--- config.mk ---
export PLATFORM = sky130hd
export DESIGN_NAME = boot_loader
export DESIGN_NICKNAME = d
export VERILOG_FILES = /design/src/rtl/boot_loader.sv
export SDC_FILE = /design/constraint.sdc
export NUM_CORES = 1
export LEC_CHECK = 0
export CELL_PAD_IN_SITES_DETAIL_PLACEMENT = 0
export CELL_PAD_IN_SITES_GLOBAL_PLACEMENT = 1
export CORE_ASPECT_RATIO = 1.5
export CORE_UTILIZATION = 41
export CTS_BUF_LIST = sky130_fd_sc_hd__clkbuf_4
export CTS_CLUSTER_DIAMETER = 150
export DETAILED_ROUTE_END_ITERATION = 8
export GPL_TIMING_DRIVEN = 0
export PLACE_DENSITY_LB_ADDON = 0.1
export REMOVE_ABC_BUFFERS = 1
export SETUP_SLACK_MARGIN = 0.05
export SKIP_CTS_REPAIR_TIMING = 1
export SLEW_MARGIN = 20
export SYNTH_ARGS = -nofsm -noshare
export SYNTH_HDL_FRONTEND = slang
export SYNTH_SLANG_ARGS = --single-unit
--- constraint.sdc ---
create_clock -name clk -period 2.6 [get_ports clk]
set_clock_uncertainty 0.2 [all_clocks]
set_input_delay 0.26 -clock clk [delete_from_list [all_inputs] [get_ports clk]]
set_output_delay 0.26 -clock clk [all_outputs]
set_load 0.05 [all_outputs]
--- src/rtl/boot_loader.sv ---
// boot_loader: byte-stream program loader; assembles 24-bit words into imem, checks XOR checksum, gates cpu_reset.
module boot_loader #(
  parameter int DEPTH      = 256,
  parameter int ADDR_W     = 8,
  parameter int RESET_HOLD = 4
) (
  input  logic              clk,
  input  logic              reset,
  input  logic              load_start,
  input  logic [7:0]        byte_in,
  input  logic              byte_valid,
  output logic              byte_ready,
  output logic              imem_we,
  output logic [ADDR_W-1:0] imem_addr,
  output logic [23:0]       imem_wdata,
  output logic              cpu_reset,
  output logic              load_done,
  output logic              load_error
);
  typedef enum logic [2:0] {IDLE, LEN, BYTE, WRITE, CSUM, HOLD, RUN, ERR} state_t;
  localparam int CNT_W = $clog2(DEPTH);
  state_t            state_q, state_d;
  logic [7:0]        n_q, n_d, csum_q, csum_d;
  logic [CNT_W-1:0]  cnt_q, cnt_d;
  logic [1:0]        idx_q, idx_d;
  logic [ADDR_W-1:0] addr_q, addr_d;
  logic [23:0]       word_q, word_d;
  logic [3:0]        hold_q, hold_d;
  always_comb begin
    state_d = state_q;
    n_d     = n_q;
    csum_d  = csum_q;
    cnt_d   = cnt_q;
    idx_d   = idx_q;
    addr_d  = addr_q;
    word_d  = word_q;
    hold_d  = hold_q;
    case (state_q)
      IDLE, RUN, ERR: state_d = load_start ? LEN : state_q;
      LEN: if (byte_valid) begin
        n_d     = byte_in;
        csum_d  = byte_in;
        cnt_d   = '0;
        idx_d   = '0;
        addr_d  = '0;
        state_d = (byte_in == 8'd0) ? CSUM : BYTE;
      end
      BYTE: if (byte_valid) begin
        word_d  = {word_q[15:0], byte_in};
        csum_d  = csum_q ^ byte_in;
        idx_d   = (idx_q == 2'd2) ? 2'd0 : idx_q + 2'd1;
        state_d = (idx_q == 2'd2) ? WRITE : BYTE;
      end
      WRITE: begin
        addr_d  = addr_q + 1'b1;
        cnt_d   = cnt_q + 1'b1;
        state_d = (8'(cnt_q + 1'b1) == n_q) ? CSUM : BYTE;
      end
      CSUM: if (byte_valid) begin
        hold_d  = '0;
        state_d = (byte_in == csum_q) ? HOLD : ERR;
      end
      HOLD: begin
        hold_d  = hold_q + 4'd1;
        state_d = (hold_q == 4'(RESET_HOLD - 1)) ? RUN : HOLD;
      end
      default: state_d = IDLE;
    endcase
  end
  always_ff @(posedge clk) begin
    if (reset) begin
      state_q <= IDLE;
      n_q     <= '0;
      csum_q  <= '0;
      cnt_q   <= '0;
      idx_q   <= '0;
      addr_q  <= '0;
      word_q  <= '0;
      hold_q  <= '0;
    end else begin
      state_q <= state_d;
      n_q     <= n_d;
      csum_q  <= csum_d;
      cnt_q   <= cnt_d;
      idx_q   <= idx_d;
      addr_q  <= addr_d;
      word_q  <= word_d;
      hold_q  <= hold_d;
    end
  end
  // All outputs decode registered state only, so no input reaches an output combinationally.
  assign byte_ready = state_q inside {LEN, BYTE, CSUM};
  assign imem_we    = state_q == WRITE;
  assign imem_addr  = addr_q;
  assign imem_wdata = word_q;
  assign cpu_reset  = state_q != RUN;
  assign load_done  = state_q == RUN;
  assign load_error = state_q == ERR;
endmodule

# == Word-level counts from Yosys, hierarchy flattened ==
# Index checks and enable logic that the tools add are counted.
# classes
addsub,4
multipliers,0
div,0
order_cmp,0
eq_ne,16
shifts,0
muxes,22
n_bitwise,1
reduce_logical,13
# op_table
op,count
$pmux W8 S2,3
$mux W8,3
$mux W3,6
$pmux W3 S6,1
$add A8 B1 Y8 const B,2
$eq A8 B8 Y1,2
$eq A3 B3 Y1 const B,4
$mux W2,5
$logic_not A8 Y1,1
$ne A2 B2 Y1 const B,4
$pmux W4 S2,1
$reduce_and A2 Y1,4
$xor A8 B8 Y8,1
$eq A3 B2 Y1 const B,2
$reduce_bool A2 Y1,3
$add A4 B1 Y4 const B,1
$eq A4 B2 Y1 const B,1
$mux W4,1
$pmux W2 S2,1
$reduce_and A4 Y1,1
$eq A3 B1 Y1 const B,1
$logic_not A3 Y1,1
$ne A3 B3 Y1 const B,1
$reduce_and A3 Y1,1
other kinds (5),5
# word_totals
ff_bits,65
latchBits,0
ram_bits,0
rom_bits,0
inputBits,12
output_inout_bits,37
wordCells,64
memories,0

# == Depth between registers and ports, before layout ==
# Gate-level depths: netlist of run 1.
# logic_depth
word_depth,4
ltp_mapped,8
ltp_nobuf,6

# == Worst setup path before layout of run 1 ==
# Ideal clock, no wire load.
# synth_timing
path_type,flip-flop to output port
from,reg state_q[0]
to,out byte_ready
arrival_ns,1.525
required_time_ns,2.140
path_slack_ns,0.615
stages_incl_launch_ff,5
path_buffers,2
path_cell_list,dfxtp_1 -> buf_4 -> buf_2 -> xnor2_1 -> o21bai_1
# synth_between
elab_chain_cells,2
elab_cells_between_ends,4
cone_classes,eq/ne (3); reduce/logical (1)
# synth_lines
element,line,source
start: declaration,22,"state_t state_q, state_d;"
start signal: assignment,81,state_q <= state_d;
$eq A3 B1 Y1 (tied with other cells),92,"assign byte_ready = state_q inside {LEN, BYTE, CSUM};"
$reduce_bool A3 Y1 (*),92,
end: declaration,12,"output logic byte_ready,"
# Mark *: on every way between the ends. The rest lies on a longest branch, timed or not.

# == Worst setup path in the final report of run 1 ==
# layout_timing
from,reg state_q[2]
to,out cpu_reset
# layout_between
elab_chain_cells,1
# layout_lines
element,line,source
$ne A3 B3 Y1,96,assign cpu_reset = state_q != RUN;
end: declaration,16,"output logic cpu_reset,"
# Every way passes these cells.

==> metrics.md, run 1 <==
| Metric | Value |
|---|---|
| Gr usage total | `18.9%` |
| Standard-cell row count | `38` |
| Synth Area in Simple Gates | `between 20 and 30%` |
| Starting DRT DRC Count | `162` |
| Sink Count | `65` |
| Max stage delay on crit path | `0.70 ns` |
| Via count | `2763` |
| Critical Path Source | `state_q[2]` |
| Hold crit path type | `in2reg` |
| GR Overflow Total | `0` |
| FF-to-FF Start | `cnt_q[0]` |
| Register-to-Register Path Depth | `6` |
| Pleak | `1.33 nW` |
| CTS tree | `yes` |
| Ys Warns | `0` |
| Worst path slowest cell | `clkdlybuf4s50_1` |
| Post-route core utilization | `52.1%` |
| Yosys cell types | `46` |
| Sequential fraction of the synthesis area | `42.6%` |
| FF-to-FF End | `state_q[1]` |
| Root Driver | `clkbuf_4` |
| Chip height | `between 100 and 150 um` |
| Setup slack, reg-to-reg | `0.44 ns` |
| DR vias/cell | `5.24` |
| Layout area overhead | `23.3%` |
| Prevailing post-synth register cell | `dfxtp_1` |
| Synth area leaders | `dfxtp_1 43%, nand2_1 10%, a21oi_1 8.5%` |
| I/O pin cnt | `49` |
| Detailed Place HPWL | `4.49 mm` |
| Initial antenna violation count | `0` |
| Worst-path clk slew | `0.11 ns` |
| Placer Congestion | `0.845` |
| Synth top area share | `42.6%` |
| Vias in the first global route | `2364` |
| CP Cell Sequence | `nand2_1 > or2_2 > clkdlybuf4s50_1` |
| Outcome | `finished clean` |
| Post-Synth XOR/XNOR Area | `between 6 and 7%` |
| Setup_tns | `0 ns` |
| Die width | `72.4 um` |
| Antenna-violating nets left | `0` |
| Worst skew pair latency | `around 0.42 ns` |
| Number of synthesized flops with an enable pin | `0` |
| Post-Synth Adder-Cell Area | `1.23%` |
| Slew Viols, Final | `0` |
| Slew margin rel. | `54.1%` |
| Setup crit end | `cpu_reset` |
| Final net count | `about 440` |
| Register Area | `1310 sq um` |
| Max_cap viols | `0` |
| Synth Instances | `386` |
| Mux cell area share after synthesis | `1.44%` |
| Die Footprint | `around 7800 sq um` |
| Compound-Gate Fraction of Synth Area | `18.7%` |
| Core area | `7230 sq um` |
| Port Buffer Count | `48` |
| Critical Path RT | `2.14 ns` |
| Drt drc | `0` |
| Peak supply drop | `0.355 mV` |
| Critical path launch point type | `flop` |
| Initial DRT Pass Iterations | `4` |
| Post-DR wirelength/cell | `13.1 um` |
| Critical Path Fanout Max | `11` |
| Final Setup Violations | `0` |
| CP Capture Type | `output pin` |
| FFs w/ async S/R, synth | `0%` |
| Fmax | `409 MHz` |
| CP arrival | `1.98 ns` |
| First-pass GRT wire length | `11.4 mm` |
| Power Density | `545 nW/um^2` |
| DRT Wirelength | `6.88 mm` |
| CTS Buf Count | `9` |
| RSZ-0062 raised after global routing | `no` |
| Multi-input logic area | `approximately 1600 sq um` |
| Fin. Hold Viols | `0` |
| H-tree levels | `3` |
| Post-synthesis cell area | `around 3100 sq um` |
| Longest Clk Path Bufs | `2` |
| Largest family of logic cells by synthesized area | `simple AND/OR/NAND/NOR gates` |
| Syn Area/Cell | `7.91 sq um` |
| Ant diodes | `0` |
| Largest net degree at the start of global routing | `66` |
| Worst Tran Pin Value | `0.689 ns` |
| Fillers | `758` |
| FF+latch count, synth | `65` |
| Fraction of layout instances using a drive strength above 1 | `7.03%` |
| Worst Min Path Start | `reset` |
| Initial core utilization | `42.2%` |
| Tmin final | `2.44 ns` |
| Final period util | `94.0%` |
| Kind of critical path | `reg2out` |
| Area leader, netlist | `dfxtp_1` |
[state kept, by name (all words and copies together), names as in the netlist]
| name | count |
|---|---|
| hold_q | 4 |
| imem_wdata | 24 |
| csum_q | 8 |
| idx_q | 2 |
| n_q | 8 |
| cnt_q | 8 |
| state_q | 3 |
| imem_addr | 8 |
[where the power goes]
part	total (W)	leakage (nW)	internal (W)	switching, W
clock	0.000872	0.0902	0.000486	0.000386
combinational	0.000145	0.714	0.0000578	0.0000876
sequential	0.00103	0.527	0.00101	0.0000221
[per-stage QoR]
stage	instance area [sq um]	instances	setup slack, ns	hold WS [ns]	total power, W
after floorplan	2940	363	0.144	0.129	0.00113
after global placement	3540	511	-1.09	0.241	0.00120
after detailed placement	3540	511	-0.398	0.245	0.00120
after CTS	3730	527	-0.873	0.132	0.00208
after global routing	3760	527	0.0593	0.162	0.00214
final	3760	527	0.156	0.142	0.00205
[cell type report]
cell class	instances	share of cell area (%)
flip-flops and latches	65	34.8
well taps	100	3.33
inverters	4	0.399
multi-input cells	294	43.8
repair buffers	48	12.8
clock inverters	7	3.13
clock buffers	9	1.80
[cell families after synthesis]
group | after synthesis
DFF | 65
and+or+nand+nor | 169
AOI/OAI and AO/OA | 97
muxes | 4
buffers and inverters | 27
adders and majority gates | 3
xor gates and xnor gates | 21
[Yosys cell counts (3+ instances only)]
master,n
a21oi_1,52
a22oi_1,3
a311oi_1,3
a32oi_1,8
and3_1,8
buf_2,5
clkbuf_1,14
dfxtp_1,65
ha_1,3
inv_1,3
nand2_1,82
nand2b_1,3
nand3_1,10
nand4_1,5
nor2_1,35
nor2b_1,3
nor3_1,5
nor3b_1,3
nor4_1,4
o21ai_0,16
o21ai_1,3
xnor2_1,16
xor2_1,5
[critical path, delay by kind of cell (launching register included)]
kind / cells / cell delay, ns
and+or+nand+nor: 2 / 0.39
DFF: 1 / 0.48
buffers and inverters: 1 / 0.70
[cell usage in the layout (no fill, tap or decap), types with 4 or more instances in the layout]
cell type and instances:
clkbuf_4 9, nor4_1 4, dfxtp_1 62, nand3_1 10
nand2_1 81, a32oi_1 8, and3_1 8, xor2_1 5
nand4_1 5, nor3_1 5, o21ai_0 16, a21oi_1 52
nor2_1 35, xnor2_1 16, clkdlybuf4s50_1 43
[layer usage]
| metal | wire length (um) | track usage (%) | vias to the layer above |
|---|---|---|---|
| met4 | 156 | 9.24 | 0 |
| met2 | 3300 | 30.0 | 49 |
| li1 | - | - | 1418 |
| met1 | 3200 | 24.1 | 1284 |
| met5 | 0 | 0 | - |
| met3 | 228 | 3.75 | 12 |
[worst min path at each step]
stage                                 to  slack (ns)  cells past startpoint
after floorplan                 cnt_q[1]        0.13                      1
after global placement    imem_wdata[20]        0.24                      2
after detailed placement  imem_wdata[16]        0.25                      2
after CTS                   imem_addr[6]        0.13                      2
after global routing           csum_q[3]        0.16                      2
final                       imem_addr[6]        0.14                      2
Power figures use the tool's default switching activity.
==> inputs of run 2 (changes only) <==
Settings changed: CORE_UTILIZATION 41 to 40.
==> run 2 against run 1 <==
Sequential share of layout area increased by 0.13 points. Count of clock-buffer cells in the layout grew 1. Total power down 4.1%.
==> metrics.md, run 2 (synthesis results as in run 1) <==
| Metric | Value |
|---|---|
| Vias in the first global route | `2348` |
| CP arrival | `roughly 1.9 ns` |
| I/O pin cnt | `49` |
| Critical Path RT | `2.14 ns` |
| Outcome | `finished clean` |
| Initial DRT Pass Iterations | `4` |
| Max stage delay on crit path | `0.53 ns` |
| Die width | `73.3 um` |
| Detailed Place HPWL | `4.50 mm` |
| Design Area, Final | `between 3000 and 4000 sq um` |
| Most frequent cells in the layout | `82 x nand2_1, 62 x dfxtp_1, 52 x a21oi_1` |
| RSZ-0062 raised after global routing | `yes` |
| Area of placed instances | `roughly 3500 sq um` |
| Layout area overhead | `22.8%` |
| CTS Buf Count | `9` |
| Standard-cell row count | `38` |
| Worst skew pair latency | `around 0.42 ns` |
| Placed cells | `511` |
| Root Driver | `clkbuf_4` |
| Largest net degree at the start of global routing | `66` |
| Final Setup Violations | `0` |
| Most common cell after layout, fill and taps aside | `nand2_1` |
| Sink Count | `65` |
| Total power | `0.00197 W` |
| Fin. Hold Viols | `0` |
| Ant diodes | `0` |
| Slew Viols, Final | `0` |
| GR Util met3 | `between 3 and 4%` |
| Initial antenna violation count | `0` |
| Setup WS pre-CTS | `-0.415 ns` |
| Final net count | `437` |
| Gr usage total | `18.3%` |
| Die Footprint | `between 7000 and 8000 sq um` |
| Layout Cells excl Fill | `~530` |
| Worst Tran Pin Value | `1.09 ns` |
| Via count | `2768` |
| Critical Path Fanout Max | `22` |
| CTS tree | `yes` |
| Worst-path clk slew | `0.12 ns` |
| Post-DR wirelength/cell | `13.2 um` |
| Fmax | `416 MHz` |
| Grt met1 use | `22.9%` |
| Fraction of layout instances using a drive strength above 1 | `6.56%` |
| Worst Min Path Start | `reset` |
| Largest register FFs | `24` |
| Worst hold margin | `around 0.13 ns` |
| Core area | `approximately 7300 sq um` |
| GR Overflow Total | `0` |
| DR vias/cell | `approximately 5.3` |
| Chip height | `109 um` |
| Longest Clk Path Bufs | `2` |
| Hold crit path type | `in2reg` |
| Kind of critical path | `reg2out` |
| DRT Wirelength | `6.97 mm` |
| GRT Max-Usage Layer | `met2` |
| First-pass GRT wire length | `11.2 mm` |
| CP Cell Sequence | `nand3b_4 > inv_2 > dlymetal6s2s_1` |
| CP delay by family, top | `buffers and inverters` |
| Power Density | `525 nW/um^2` |
| Max_cap viols | `0` |
| Final period util | `92.5%` |
| Worst path slowest cell | `dfxtp_4` |
| Slew margin rel. | `27.4%` |
| Starting DRT DRC Count | `~160` |
| H-tree levels | `3` |
| Grt met2 use | `30.3%` |
| Critical path launch point type | `flop` |
| Antenna-violating nets left | `0` |
| Drt drc | `0` |
| Tmin final | `2.40 ns` |
| Fin worst setup slack | `0.196 ns` |
| CP bufs+invs | `2` |
| Port Buffer Count | `48` |
| Critical Path Source | `state_q[0]` |
| Pleak | `roughly 1.3 nW` |
| Peak supply drop | `0.285 mV` |
| Initial core utilization | `41.7%` |
| FF-to-FF Start | `state_q[1]` |
| CP Capture Type | `output pin` |
| Placer Congestion | `between 0.7 and 0.8` |
-- run 2: changes by cell type in the layout (fill, tap and decap cells not counted), sizes merged --
cell,delta
clkdlybuf4s50,-1
bufinv,-1
inv,+1
dlymetal6s2s,+2
clkinvlp,-1
-- run 2: where the power goes --
part	switching, W	internal, W
clock network	0.000382	0.000404
logic	0.0000877	0.0000592
registers	0.0000227	0.00101
total	0.000493	0.00147
-- run 2: final cells by class --
cell class / count / area (sq um)
Clock buffer: 10 / 75.1
Clock inverter: 6 / 88.8
Fill cell: 777 / 3570
Inverter: 4 / 15.0
Multi-Input combinational cell: 294 / 1650
Sequential cell: 65 / 1310
Tap cell: 100 / 125
Timing Repair Buffer: 48 / 490
-- run 2: worst paths after layout --
check | end | cells after the start | slack, ns
worst max-delay path | imem_we | 3 | 0.20
worst max register to register | csum_q[5] | 5 | 0.29
worst min register to register | imem_wdata[20] | 2 | 0.26
worst min-delay path | imem_addr[2] | 2 | 0.13
-- run 2: layer usage --
metal	share of wire, %	wire length [um]	vias to the layer above
li1	-	-	1422
met1	46	3190	1282
met2	48	3380	53
met3	4.1	287	11
met4	1.6	113	0
met5	0	0	-
-- run 2: through the flow --
step	setup TNS, ns	utilization, %
after detailed placement	-2.88	48.4
after CTS	-4.42	50.6
after floorplan	0	-
final	0	51.2
after global routing	0	51.2
after global placement	-29.13	48.4
